<file path="config.mk">
export PLATFORM = sky130hd
export DESIGN_NAME = button_parse
export DESIGN_NICKNAME = d
export VERILOG_FILES = /design/src/rtl/button_parse.sv
export SDC_FILE = /design/constraint.sdc
export NUM_CORES = 1
export LEC_CHECK = 0
export ABC_AREA = 1
export BUFFER_PORTS_ARGS = -buffer_cell sky130_fd_sc_hd__buf_4
export CAP_MARGIN = 10
export CORE_ASPECT_RATIO = 1.5
export CORE_UTILIZATION = 35
export DETAILED_ROUTE_END_ITERATION = 6
export GPL_ROUTABILITY_DRIVEN = 0
export GPL_TIMING_DRIVEN = 0
export HOLD_SLACK_MARGIN = 0.03
export MAX_ROUTING_LAYER = met4
export PLACE_DENSITY = 0.61
export SLEW_MARGIN = 20
export SYNTH_ARGS = -nofsm -noshare
export SYNTH_HDL_FRONTEND = slang
export SYNTH_SLANG_ARGS = --single-unit
</file>
<file path="constraint.sdc">
create_clock -name clk -period 2.75 [get_ports clk]
set_clock_uncertainty 0.15 [all_clocks]
set_input_delay 0 -clock clk [delete_from_list [all_inputs] [get_ports clk]]
set_output_delay 0 -clock clk [all_outputs]
set_load 0.05 [all_outputs]
</file>
<file path="src/rtl/button_parse.sv">
// button_parse: per-bit push-button conditioner.
//
// Each bit of the raw, asynchronous button bus is synchronised through two
// flops, debounced against a 2**DebWidth cycle stability window and then
// turned into a fixed-length press pulse (or passed through as a debounced
// level when EdgeOutWidth is 0).
//
// Parameters
//   Width         number of independent button bits
//   DebWidth      debounce counter width; stability window = 2**DebWidth cycles
//   EdgeOutWidth  pulse length per press in cycles; 0 = out is the debounced level
//
// Ports
//   clk     system clock, rising edge
//   rst_n   asynchronous active-low reset, clears all state
//   enable  1 = debounce and pulse start logic advance, 0 = frozen
//   in      raw button levels, asynchronous, active-high
//   out     per-bit press pulse (or debounced level)
module button_parse #(
  parameter int Width        = 1,
  parameter int DebWidth     = 16,
  parameter int EdgeOutWidth = 1
) (
  input  logic             clk,
  input  logic             rst_n,
  input  logic             enable,
  input  logic [Width-1:0] in,
  output logic [Width-1:0] out
);

  localparam logic [DebWidth-1:0] CntMax = '1;

  for (genvar g = 0; g < Width; g++) begin : g_bit
    logic                s1;
    logic                s2;
    logic                deb;
    logic [DebWidth-1:0] cnt;

    // Stage 0: two-flop synchroniser, runs regardless of enable.
    always_ff @(posedge clk or negedge rst_n) begin
      if (!rst_n) begin
        s1 <= 1'b0;
        s2 <= 1'b0;
      end else begin
        s1 <= in[g];
        s2 <= s1;
      end
    end

    // Stage 1: debounce. Any cycle where the synchronised input agrees with
    // the debounced state restarts the window.
    always_ff @(posedge clk or negedge rst_n) begin
      if (!rst_n) begin
        deb <= 1'b0;
        cnt <= '0;
      end else if (enable) begin
        if (s2 == deb) begin
          cnt <= '0;
        end else if (cnt == CntMax) begin
          deb <= s2;
          cnt <= '0;
        end else begin
          cnt <= cnt + DebWidth'(1);
        end
      end
    end

    if (EdgeOutWidth > 0) begin : g_pulse
      localparam int             PW    = $clog2(EdgeOutWidth + 1);
      localparam logic [PW-1:0]  PLoad = PW'(EdgeOutWidth);

      logic          deb_rise;
      logic [PW-1:0] pcnt;

      // The debounced state rises on the same edge this is true, so the
      // pulse starts together with the debounced level.
      assign deb_rise = enable && s2 && !deb && (cnt == CntMax);

      // Stage 2: pulse stretcher. A new press reloads rather than adds;
      // draining continues while enable is low.
      always_ff @(posedge clk or negedge rst_n) begin
        if (!rst_n) begin
          pcnt <= '0;
        end else if (deb_rise) begin
          pcnt <= PLoad;
        end else if (pcnt != '0) begin
          pcnt <= pcnt - PW'(1);
        end
      end

      assign out[g] = (pcnt != '0);
    end else begin : g_level
      assign out[g] = deb;
    end
  end

endmodule

</file>
# Yosys cells after proc, flatten, opt, wreduce, memory -nomap -nowiden
# Cells that the tools add are included.
[totals]
regBits = 20
inputBits = 4
out_inout_bits = 1
[op_classes]
addsub = 2
n_eq_ne = 2
n_mux = 4
bitwise = 1
n_reduce_logical = 5
[op_table]
columns = ["op", "n"]
rows = [
  ["16-bit two-way mux", 2],
  ["16-bit by 1-bit adder with 16-bit output, second input constant", 1],
  ["16-bit equality test, second input constant", 1],
  ["1-bit logical AND", 3],
  ["3-bit AND reduction", 1],
  ["1-bit two-way mux", 2],
  ["1-bit equality test", 1],
  ["1-bit zero test", 1],
  ["1-bit NOT", 1],
  ["1-bit subtractor, second input constant", 1],
]

# Logic depth before layout (Yosys ltp)
[depth]
ltp_word = 4
mapped_depth = 9
ltp_nobuf = 9

# Worst setup path after synthesis
# No wires, ideal clock.
[synth_path]
kind = "reg2reg"
startpoint = "register g_bit[0].cnt[0]"
endpoint = "register g_bit[0].cnt[0]"
setup_ps = 123
arrival_time_ps = 1169
required_time_ps = 2477
path_slack_ps = 1307
path_stages_with_launch = 9
period_less_slack_ps = 1443
path_cell_list = "dfrtp_1 -> ha_1 -> nand2_1 -> nor2_2 -> nand2_2 -> nor2_2 -> nand2_1 -> nand2_2 -> o21ai_1"
[synth_via]
elab_chain_len = 3
word_cells_on_any_way = 4
classes_between = "add/sub: 1; eq/ne: 1; mux: 2"
[synth_lines]
columns = ["element", "line_no", "rtl"]
rows = [
  ["start: declaration", "37", "logic [DebWidth-1:0] cnt;"],
  ["start signal: assignment", "63", "cnt <= cnt + DebWidth'(1);"],
  ["16-bit by 1-bit adder with 16-bit output / 16-bit equality test (equally long branches)", "63, 59", ""],
  ["16-bit two-way mux *", "59", "end else if (cnt == CntMax) begin"],
  ["16-bit two-way mux *", "57", "if (s2 == deb) begin"],
]
# Every way passes the cells marked *; elsewhere a longest branch is shown, timed or not.
# A chain may end at the register's enable or synchronous reset.

==> reports/summary.json <==
{
  "detailed_routing": {
    "routed_wirelength_um": 2260,
    "num_vias": 953,
    "via_per_instance_ratio": 4.60,
    "detail_route.first_pass.iterations": 3,
    "drc_errors": 0,
    "dr.first_iter.drc_count": 11,
    "detail_route.wl_per_cell_um": 10.9,
    "postRouteAntennaNets": 0
  },
  "clock_network": {
    "tritoncts": "built",
    "clock_tree.htree_level_count": 1,
    "post_cts.resized_instances": 0,
    "numCtsBuffers": 3,
    "clock_root_cell": "clkbuf_8",
    "clk-insertion-delay-late_ns": 0.25,
    "clkSlewWorstSetupHoldPaths_ns": 0.07,
    "clock-sinks": 20,
    "clock_tree.buffer_depth": 2
  },
  "grt": {
    "number_of_antenna_violations_at_the_first_check_in_global_routing": 0,
    "first_pass_grt_wire_length_um": 4130,
    "grt_use_total_pct": 16.0,
    "grt_max_degree": 21,
    "grt_ovf": 0,
    "via_count_of_the_first_global_routing_pass": 955
  },
  "synth": {
    "postSynthRegisterBits": 20,
    "synth-adder-area-share_pct": 1.10,
    "syn-cell-area_um2": 1130,
    "synth-compound-area-share_pct": 4.85,
    "post-synth-top-area-fraction_pct": 44.1,
    "post_synth_num_cell_types": 18,
    "postSynthNetCount": 161,
    "yosys_warnings": 0,
    "netlist_top_cells_area": "dfrtp_1 44%, nand2_1 22%, inv_1 4.6%, xnor2_1 4.6%, nor2_1 4.0%",
    "synth-xor-area-share_pct": 6.17,
    "dominant_combinational_cell_family_by_area_after_synthesis": "simple AND/OR/NAND/NOR gates",
    "synth_ff_type": "dfrtp_1",
    "ys_async_rst_share_pct": 100,
    "synthMostInstantiatedCell": "nand2_1",
    "syn_avg_cell_area_um2": 7.27,
    "synthMuxAreaShare_pct": 0,
    "synth_enable_flop_cells": 0,
    "synth_common_cells": "66 x nand2_1, 20 x dfrtp_1, 14 x inv_1",
    "netlist.top_cell.by_area": "dfrtp_1",
    "synthesis.instances": 156,
    "synth_simple_gate_area_share_pct": 38.1,
    "synth.yosys.seq_area_share_pct": 44.1
  },
  "floorplanning": {
    "design.die.area_um2": 3480,
    "design.portCount": 5,
    "core_area_um2": 3130,
    "die_w_um": 48.5,
    "initial_utilization_pct": 36.3,
    "num_rows": 25,
    "chipHeight_um": 71.7
  },
  "sta": {
    "timing.max_slew.rel_slack_pct": 37.1,
    "worst_pin_slew_ns": 0.940,
    "finalSetupViolations": 0,
    "fin_setup_tns_ns": 0,
    "finalHoldViolations": 0,
    "layout_setup_ws_ns": 1.06,
    "timing.final.crit_share_pct": 61.5,
    "layout_min_cycle_time_ns": 1.69,
    "fmax_ghz": 0.592,
    "grt_setup_unrepaired": "false",
    "timing.final.max_slew_violations": 0
  },
  "cells_and_area": {
    "drive_gt1_share_pct": 13.2,
    "final_cells": 207,
    "flow.area_growth_from_synthesis_pct": 14.2,
    "final_nets": 174,
    "n_antenna_cell": 0,
    "nFillCells": 330
  },
  "placed_design": {
    "placed_cells": 200,
    "post_place_worst_slack_ns": 1.15,
    "dp.final_hpwl_um": 1670,
    "placement.io_buffers": 4
  },
  "critical_path": {
    "cp.arrival_ns": 1.80,
    "cp-end-kind": "asynchronous set/reset pin",
    "critPathRequiredTime_ns": 2.86,
    "worstSetupStartpointType": "primary input",
    "crit_type": "in -> async",
    "cp_max_fo": 20
  },
  "run_status": {
    "outcome": "finished clean"
  },
  "pwr": {
    "vdd.ir_drop.worst_mv": 0.252,
    "cellPowerDensity_nw_per_um2": 413,
    "leakage_uw": 0.000571
  },
  "worst_hold_path": {
    "worst_hold_path_type": "reg -> reg"
  },
  "run": {
    "max-cap-violations": 0
  }
}
## layer usage
metal  vias to the layer above  track usage [%]  routed length, um
li1                        500                -                  -
met1                       446             17.0                937
met2                         3             29.1               1260
met3                         4             1.91                 20
met4                         0             7.84                 34
met5                         -                -                  0
## cell type report
type / instances / area (um^2) / area share, %
flip-flops and latches: 20 / 500 / 38.6
clock buffers: 3 / 41.3 / 3.19
repair buffers: 8 / 70.1 / 5.41
plain buffers: 1 / 3.75 / 0.290
multi-input cells: 119 / 571 / 44.0
well taps: 40 / 50.0 / 3.86
inverters: 16 / 60.1 / 4.63
## placed cells by master, fill, tap and decap left out
master / Yosys / routed
nand4_1: 2 / 2
nand3_1: 5 / 5
clkbuf_1: 1 / 1
buf_4: 0 / 4
nor2_1: 12 / 12
nand2_1: 66 / 66
inv_2: 2 / 2
nor2_4: 2 / 2
dfrtp_1: 20 / 20
nand3b_1: 1 / 1
dlygate4sd3_1: 0 / 4
o21ai_1: 7 / 7
nor2_2: 7 / 7
nand2_2: 3 / 3
ha_1: 1 / 1
nor3_2: 1 / 1
xnor2_1: 6 / 6
o21ai_0: 4 / 4
inv_1: 14 / 14
clkbuf_8: 0 / 3
xor2_1: 2 / 2
## metrics by stage
step                      power [uW]  utilization (%)  hold slack, ns  area (um^2)
after global placement           346             38.8          -0.253         1210
final                            535             41.4           0.199         1300
after detailed placement         348             38.8          -0.252         1210
after CTS                        545             41.4           0.203         1300
after global routing             560             41.4           0.214         1300
after floorplan                  332                -          -0.446         1130
## registers in the layout, summed over array words and instances, names as in the netlist
register / flops
g_bit.cnt: 16
g_bit.deb: 1
g_bit.s1: 1
g_bit.s2: 1
out: 1
## path summary, 6_finish.rpt
check / endpoint / slack, ns / start / cells after the start
min in group asynchronous: g_bit[0].cnt[11]$_DFFE_PN0P_ / 0.81 / rst_n / 3
max reg2reg: g_bit[0].cnt[0]$_DFFE_PN0P_ / 1.15 / g_bit[0].cnt[0]$_DFFE_PN0P_ / 8
max: g_bit[0].cnt[15]$_DFFE_PN0P_ / 1.06 / rst_n / 3
min reg2reg: g_bit[0].s2$_DFF_PN0_ / 0.20 / g_bit[0].s1$_DFF_PN0_ / 0
min: g_bit[0].s2$_DFF_PN0_ / 0.20 / g_bit[0].s1$_DFF_PN0_ / 0
max in group clk: g_bit[0].cnt[0]$_DFFE_PN0P_ / 1.15 / g_bit[0].cnt[0]$_DFFE_PN0P_ / 8
## where the power goes
| part | switching, uW | internal (uW) | total [uW] |
|---|---|---|---|
| Combinational | 22.8 | 15.1 | 38.0 |
| Clock | 92.2 | 97.5 | 190 |
| Sequential | 6.93 | 301 | 308 |
| Total | 122 | 413 | 535 |
## logic make-up after synthesis
family	after synthesis
and+or+nand+nor	99
DFF	20
xor gates and xnor gates	8
AOI/OAI and AO/OA	11
buffers and inverters	17
adders and majority gates	1
## repair_timing
action | CTS | global route
hold buffers | 4 | 0
endpoints found under the hold margin | 28 | 0
buffers inserted | 0 | 0
## worst max-delay path, stage by stage
cell           delay (ns)
dlygate4sd3_1        0.53
buf_4                0.10
dlygate4sd3_1        1.16
(Power assumes the default switching activity.)
